$ cat src/rtl/tt_pkg.sv
// Shared definitions for the truth-table sweeper: FSM state encoding and
// the minterm-count helper used to size the expected truth vector.
package tt_pkg;

   localparam int STATE_W = 2;

   typedef enum logic [STATE_W-1:0] {
      S_IDLE   = 2'd0,
      S_SETTLE = 2'd1,
      S_SAMPLE = 2'd2,
      S_DONE   = 2'd3
   } state_t;

   // Number of minterms of an n-input function.
   function automatic int minterm_count(input int n);
      return 1 << n;
   endfunction

endpackage

$ cat src/rtl/truth_table_sweeper_if.sv
// Stimulus/response bundle between the sweeper (master) and the two
// implementations under exercise plus whoever requests sweeps (slave).
interface truth_table_sweeper_if #(
   parameter int N_IN = 2
);
   logic            start;
   logic [N_IN-1:0] x_out;
   logic            s_a;
   logic            s_b;
   logic            busy;
   logic            done;
   logic            mismatch;
   logic [N_IN:0]   err_count;
   logic [N_IN-1:0] first_err;

   modport master (
      input  start, s_a, s_b,
      output x_out, busy, done, mismatch, err_count, first_err
   );

   modport slave (
      output start, s_a, s_b,
      input  x_out, busy, done, mismatch, err_count, first_err
   );
endinterface

$ cat src/rtl/tt_settle_timer.sv
// Down-counter that measures the settle window after each new minterm.
// Loads a value, counts down while enabled, and flags when it reaches zero.
module tt_settle_timer #(
   parameter int SETTLE = 1,
   parameter int CNT_W  = $clog2(SETTLE) + 1
) (
   input  logic             clk,
   input  logic             rst_n,
   input  logic             load,
   input  logic             dec,
   input  logic [CNT_W-1:0] value,
   output logic             zero
);

   logic [CNT_W-1:0] cnt;

   // Load on request, otherwise count down to zero and hold there.
   always_ff @(posedge clk or negedge rst_n) begin
      if (!rst_n) begin
         cnt <= '0;
      end else if (load) begin
         cnt <= value;
      end else if (dec && (cnt != '0)) begin
         cnt <= cnt - CNT_W'(1);
      end
   end

   assign zero = (cnt == '0);

endmodule

$ cat src/rtl/truth_table_sweeper.sv
// Truth-table sweeper: drives every minterm into two implementations of the
// same function, waits SETTLE cycles, compares their outputs and accumulates
// the mismatch count and the first failing minterm.
// Optional build macro TT_EXPECT_EN: additionally flags a minterm whose gate
// output differs from bit x_out of EXPECT, so two implementations that are
// wrong in the same way are still caught.
module truth_table_sweeper
   import tt_pkg::*;
#(
   parameter int                                N_IN   = 2,
   parameter int                                SETTLE = 1,
   parameter logic [minterm_count(N_IN)-1:0]    EXPECT = 'b0010
) (
   input  logic                  clk,
   input  logic                  rst_n,
   truth_table_sweeper_if.master bus
);

   localparam int              CNT_W  = $clog2(SETTLE) + 1;
   localparam logic [N_IN-1:0] LAST_X = N_IN'(minterm_count(N_IN) - 1);

   state_t           state;
   logic             err;
   logic             last_x;
   logic             tmr_load;
   logic             tmr_dec;
   logic             tmr_zero;
   logic [CNT_W-1:0] tmr_value;

   // Per-minterm error decision from the two implementation outputs.
   always_comb begin
`ifdef TT_EXPECT_EN
      err = (bus.s_a != bus.s_b) | (bus.s_a != EXPECT[bus.x_out]);
`else
      // EXPECT has no influence in this build; the masked term folds away.
      err = (bus.s_a != bus.s_b) | (1'b0 & EXPECT[bus.x_out]);
`endif
   end

   // Settle-timer control: reload on every fresh minterm, count during SETTLE.
   always_comb begin
      last_x    = (bus.x_out == LAST_X);
      tmr_load  = ((state == S_IDLE) && bus.start) ||
                  ((state == S_SAMPLE) && !last_x);
      tmr_dec   = (state == S_SETTLE);
      tmr_value = CNT_W'(SETTLE - 1);
   end

   tt_settle_timer #(
      .SETTLE (SETTLE),
      .CNT_W  (CNT_W)
   ) u_settle_timer (
      .clk   (clk),
      .rst_n (rst_n),
      .load  (tmr_load),
      .dec   (tmr_dec),
      .value (tmr_value),
      .zero  (tmr_zero)
   );

   // Sweep FSM with minterm counter and error accumulator; all outputs registered.
   always_ff @(posedge clk or negedge rst_n) begin
      if (!rst_n) begin
         state         <= S_IDLE;
         bus.x_out     <= '0;
         bus.busy      <= 1'b0;
         bus.done      <= 1'b0;
         bus.mismatch  <= 1'b0;
         bus.err_count <= '0;
         bus.first_err <= '0;
      end else begin
         case (state)
            S_IDLE: begin
               if (bus.start) begin
                  bus.x_out     <= '0;
                  bus.err_count <= '0;
                  bus.first_err <= '0;
                  bus.mismatch  <= 1'b0;
                  bus.busy      <= 1'b1;
                  state         <= S_SETTLE;
               end
            end
            S_SETTLE: begin
               if (tmr_zero) begin
                  state <= S_SAMPLE;
               end
            end
            S_SAMPLE: begin
               bus.mismatch <= err;
               if (err) begin
                  // Cannot wrap: at most 2^N_IN errors in an N_IN+1 bit counter.
                  bus.err_count <= bus.err_count + (N_IN+1)'(1);
                  if (bus.err_count == '0) begin
                     bus.first_err <= bus.x_out;
                  end
               end
               if (last_x) begin
                  bus.done <= 1'b1;
                  state    <= S_DONE;
               end else begin
                  bus.x_out <= bus.x_out + N_IN'(1);
                  state     <= S_SETTLE;
               end
            end
            S_DONE: begin
               bus.done <= 1'b0;
               bus.busy <= 1'b0;
               state    <= S_IDLE;
            end
            default: begin
               state <= S_IDLE;
            end
         endcase
      end
   end

endmodule

$ cat src/flat_wrapper.sv
// flat-port wrapper written by rule: the top's interface ports become plain ports
module truth_table_sweeper_flat import tt_pkg::*;
#(
   parameter int                                N_IN   = 2,
   parameter int                                SETTLE = 1,
   parameter logic [minterm_count(N_IN)-1:0]    EXPECT = 'b0010
)
  (clk, rst_n, bus_start, bus_s_a, bus_s_b, bus_x_out, bus_busy, bus_done, bus_mismatch, bus_err_count, bus_first_err);
  truth_table_sweeper_if #(.N_IN(N_IN)) bus_i ();
  input  logic clk;
  input  logic rst_n;
  input wire logic [$bits(bus_i.start)-1:0] bus_start;
  input wire logic [$bits(bus_i.s_a)-1:0] bus_s_a;
  input wire logic [$bits(bus_i.s_b)-1:0] bus_s_b;
  output wire logic [$bits(bus_i.x_out)-1:0] bus_x_out;
  output wire logic [$bits(bus_i.busy)-1:0] bus_busy;
  output wire logic [$bits(bus_i.done)-1:0] bus_done;
  output wire logic [$bits(bus_i.mismatch)-1:0] bus_mismatch;
  output wire logic [$bits(bus_i.err_count)-1:0] bus_err_count;
  output wire logic [$bits(bus_i.first_err)-1:0] bus_first_err;
  assign bus_i.start = bus_start;
  assign bus_i.s_a = bus_s_a;
  assign bus_i.s_b = bus_s_b;
  assign bus_x_out = bus_i.x_out;
  assign bus_busy = bus_i.busy;
  assign bus_done = bus_i.done;
  assign bus_mismatch = bus_i.mismatch;
  assign bus_err_count = bus_i.err_count;
  assign bus_first_err = bus_i.first_err;
  truth_table_sweeper #(.N_IN(N_IN), .SETTLE(SETTLE), .EXPECT(EXPECT)) u_core (.clk(clk), .rst_n(rst_n), .bus(bus_i));
endmodule
$ cat config.mk
export PLATFORM = sky130hd
export DESIGN_NAME = truth_table_sweeper_flat
export DESIGN_NICKNAME = d
export VERILOG_FILES = /design/src/rtl/tt_pkg.sv /design/src/rtl/truth_table_sweeper_if.sv /design/src/rtl/tt_settle_timer.sv /design/src/rtl/truth_table_sweeper.sv /design/src/flat_wrapper.sv
export SDC_FILE = /design/constraint.sdc
export NUM_CORES = 1
export LEC_CHECK = 0
export BUFFER_PORTS_ARGS = -buffer_cell sky130_fd_sc_hd__buf_2
export CORE_AREA = 2 2 40 42
export CTS_CLUSTER_DIAMETER = 150
export CTS_CLUSTER_SIZE = 28
export DETAILED_ROUTE_END_ITERATION = 6
export DIE_AREA = 0 0 42 44
export GPL_TIMING_DRIVEN = 1
export PLACE_DENSITY_LB_ADDON = 0.08
export SLEW_MARGIN = 20
export SYNTH_ARGS = -nofsm -noshare
export SYNTH_HDL_FRONTEND = slang
export SYNTH_SLANG_ARGS = --single-unit
$ cat constraint.sdc
create_clock -name clk -period 1.6 [get_ports clk]
set_clock_uncertainty 0.15 [all_clocks]
set_input_delay 0.08 -clock clk [delete_from_list [all_inputs] [get_ports clk]]
set_output_delay 0.08 -clock clk [all_outputs]
set_load 0.05 [all_outputs]
==> impl.org <==
** Outcome
- The flow ran to the end, and the final reports show no timing, DRC or antenna violations.

** Worst hold path
- In this run the worst hold path is classified as input port to asynchronous set/reset pin.

** Logic synthesis
- Synthesized instance count :: a little under 60
- In this run, synthesis produced a sequential element count of 13.
- The biggest area contributor in the post-synthesis netlist is sky130_fd_sc_hd__dfrtp_1.
- Counting every net in the synthesized netlist gives 67.
- After synthesis, the netlist uses 26 different library cells.
- For this run, the leading register cell type out of synthesis is sky130_fd_sc_hd__dfrtp_1.
- Counting flops with an async set or reset pin after synthesis yields a share of 100%.
- The synthesized netlist devotes 2.48% of its cell area to XOR and XNOR gates.
- Sequential cells were found to cover about half of the synthesized design area.
- During synthesis, Yosys emitted a total of 0 warnings.
- Main combinational cell family by area after synthesis :: compound AO/OA/AOI/OAI gates
- After synthesis, the share of cell area in mux cells is 4.76%.
- After synthesis, the largest area contributor takes up 49.5% of total cell area.
- Top post-synthesis cells by area :: sky130_fd_sc_hd__dfrtp_1, sky130_fd_sc_hd__ha_1, sky130_fd_sc_hd__a22o_1
- Simple-gate area share of the yosys netlist :: around 15%
- In this run the cell area of the synthesized design comes to 657 µm².
- EDFF count, synth :: 0
- The synthesized netlist devotes about a fifth of its cell area to compound gates.
- Adder and majority cell fraction of the synthesized area :: under 10%
- In this run the mean area of a mapped cell was 11.1 µm².

** Routing
- After detailed routing, the number of remaining DRC violations is 0.
- Total via count in the routed design :: 538
- Pre-antenna DRT Iters :: 4
- Total wire length after detailed routing :: between 1000 and 1500 µm
- Vias per inst :: 5.55
- In this run, the number of DRC markers left after iteration 0 of detailed routing was 11.
- Once detail routing completed, the nets flagged for antenna violations numbered 0.
- After detailed routing, the average wire length per cell comes to 13.2 µm.

** Setup path
- Worst EP required :: around 1.6 ns
- Worst EP arrival :: 1.46 ns
- Crit path launch type :: register
- Traced cell by cell, the critical path runs through ha_1 > nor2_1 > mux2_2 > a22o_1.
- Dominant delay contributor by cell family on the critical path :: flip-flops
- Buffers and inverters on the worst path :: 0
- Of all nets on the critical path, the largest fanout is 6.
- The largest individual stage delay along the critical path comes from the cell sky130_fd_sc_hd__dfrtp_2.
- Startpoint-to-endpoint class of the critical path :: register to register
- Critical Path Sink Type :: register
- On the worst path, the slowest cell contributes a delay of about 0.40 ns.

** Clock network
- The root buffer cell chosen for the clock tree is sky130_fd_sc_hd__clkbuf_4.
- Worst-skew pair later-pin latency :: around 0.28 ns
- Buffers from clock root to sink, at most :: 2
- In this run, post-CTS repair resized a total of 0 instances.
- Clock-pin slew on the worst setup and hold paths :: about 0.08 ns
- TritonCTS clock tree :: done
- Clock tree synthesis found a total of 13 sinks.
- Setup Fix Bufs, Post-CTS :: 0
- Counting the buffers created by CTS gives 3.
- CTS built an H-tree with a depth of 1.

** STA
- The worst path uses 90.0% of the clock period.
- Max Slew Vio Count :: 0
- At the pin with the least slew margin, the transition time is roughly 0.56 ns.
- The final hold violation count came to 0.
- Measured against its own limit, the worst slew margin works out to a little over three fifths.
- Setup repair after global routing missed its margin :: no
- Setup tns final :: 0 ns
- Max Freq :: just under 0.7 GHz
- Setup violation total in the final timing report :: 0
- After layout, the minimum clock period comes to roughly 1.4 ns.

** Placed design
- In this run the tool buffered the top-level ports with 14 buffer cells.
- Routability Congestion :: 0.679
- Detailed-placement wirelength estimate :: approximately 900 µm

** Final layout
- At the end of the flow, the number of nets in the layout was 90.
- From synthesis to final layout, the design area changed by 23.8%.
- 0 antenna diodes ended up in the layout.
- Fill cells in the final layout number around 130.
- Cells with a size suffix above 1 make up approximately 32% of the layout.

** Die
- For this design the top-level I/O count stands at 15.
- The die is approximately 42 µm wide.
- For this configuration, the core starts out at a cell density of between 40% and 50%.
- Row generation in the floorplan step produced 14 rows.
- Placeable core region :: 0.00142 mm²
- Die Height :: between 40 and 50 µm
- The floorplan step defined a die boundary enclosing ~0.0018 mm².

** GRT
- The total overflow left after global routing is 0.
- Entering global routing, the biggest net connects 14 pins.
- Initial antenna violation count :: 0
- In the global route stage, overall resource usage came out at between 10% and 20%.
- First-pass GRT wire length :: ~2300 µm
- Via count of the first global-routing pass :: roughly 520

** Flow run
- Count of max-cap constraint violations :: 0

** Pwr
- Dividing total power by cell area gives a power density of between 2000 and 2500 mW/mm².
- Summed over all cells, the static leakage comes to ~0.43 nW.
- The design draws about 0.0018 W.
- Worst IR drop on VDD :: between 0.0009 and 0.001 V
[worst paths after layout]
kind | from | end | slack, ns | cells past startpoint
setup reg to reg | u_core.bus.x_out[1] | u_core.bus.x_out[0] | 0.16 | 4
max in group asynchronous | rst_n | u_core.bus.x_out[0] | 0.98 | 2
min in group clk | bus_s_a | u_core.bus.mismatch | 0.10 | 3
hold / removal | rst_n | u_core.bus.err_count[2] | 0.07 | 2
setup / recovery | u_core.bus.x_out[1] | u_core.bus.x_out[0] | 0.16 | 4
hold reg to reg | u_core.u_settle_timer.cnt | u_core.state[1] | 0.32 | 1
[per-layer routing]
metal  up-vias  part of all wire [%]  wire, µm  global-route usage [%]
met5         -                     0         0                       0
met2        15                    47       597                    27.2
met3         6                   4.4        56                    5.00
met4         0                   2.4        31                    11.6
li1        262                     -         -                       -
met1       255                    47       596                    20.9
[Yosys cell counts (all sizes together), types with 2 or more instances]
cell type  number
ha              3
a21oi           4
dfrtp          13
a22o            4
o2bb2ai         2
inv             5
nand2           8
mux2i           2
[placed cells by master, fill, tap and decap left out, drive strengths merged]
cell type,n
a211o,1
a21boi,1
a21oi,4
a22o,4
a41o,1
and4b,1
buf,17
clkbuf,4
dfrtp,13
dlygate4sd3,2
ha,3
inv,5
mux2,1
mux2i,2
nand2,8
nand3b,1
nand4,1
nand4b,1
nor2,1
nor2b,1
o211ai,1
o21ai,1
o21bai,1
o2bb2ai,2
o31ai,1
or3,1
or3b,1
xor2,1
[per-stage QoR]
step	utilization, %	cell area, µm²	instances	setup slack [ns]	hold slack (ns)
after floorplan	-	659	59	0.0410	-0.366
after global routing	57.3	813	97	0.0327	0.0972
after detailed placement	54.1	767	91	0.164	-0.165
after CTS	57.3	813	97	0.154	0.0654
after global placement	54.1	767	91	0.176	-0.165
final	57.3	813	97	0.160	0.0650
[power breakdown]
part | internal, W | switching, W | leakage, nW | total, W
Clock | 0.0000968 | 0.000112 | 0.0150 | 0.000209
Sequential | 0.000460 | 0.000110 | 0.167 | 0.000570
Combinational | 0.000333 | 0.000662 | 0.248 | 0.000995
Total | 0.000890 | 0.000884 | 0.430 | 0.00177
[cell type report]
class	count	area [µm²]	share of cell area (%)
repair buffers	19	113	13.8
inverters	5	18.8	2.31
clock buffers	4	26.3	3.23
well taps	16	20.0	2.46
flip-flops and latches	13	328	40.3
multi-input cells	40	308	37.8
[flip-flops by register name (all words and copies together), names as in the netlist]
| name | flops |
|---|---|
| u_core.bus.busy | 1 |
| u_core.bus.done | 1 |
| u_core.bus.err_count | 3 |
| u_core.bus.first_err | 2 |
| u_core.bus.mismatch | 1 |
| u_core.bus.x_out | 2 |
| u_core.state | 2 |
| u_core.u_settle_timer.cnt | 1 |
[logic make-up (layout without fill, tap and decap cells)]
kind of cell,Yosys count,in the layout
flip-flops,13,13
adder cells (fa/ha/maj),3,3
AO/OA/AOI/OAI,17,17
buffers and inverters,6,28
multiplexers,3,3
AND/OR/NAND/NOR,16,16
XOR/XNOR,1,1
[timing repair]
item / 4_1_cts / 5_1_grt
hold buffers: 2 / 0
endpoints found under the hold margin: 15 / 0
setup endpoints to repair: 0 / 0
(Power assumes the default switching activity.)
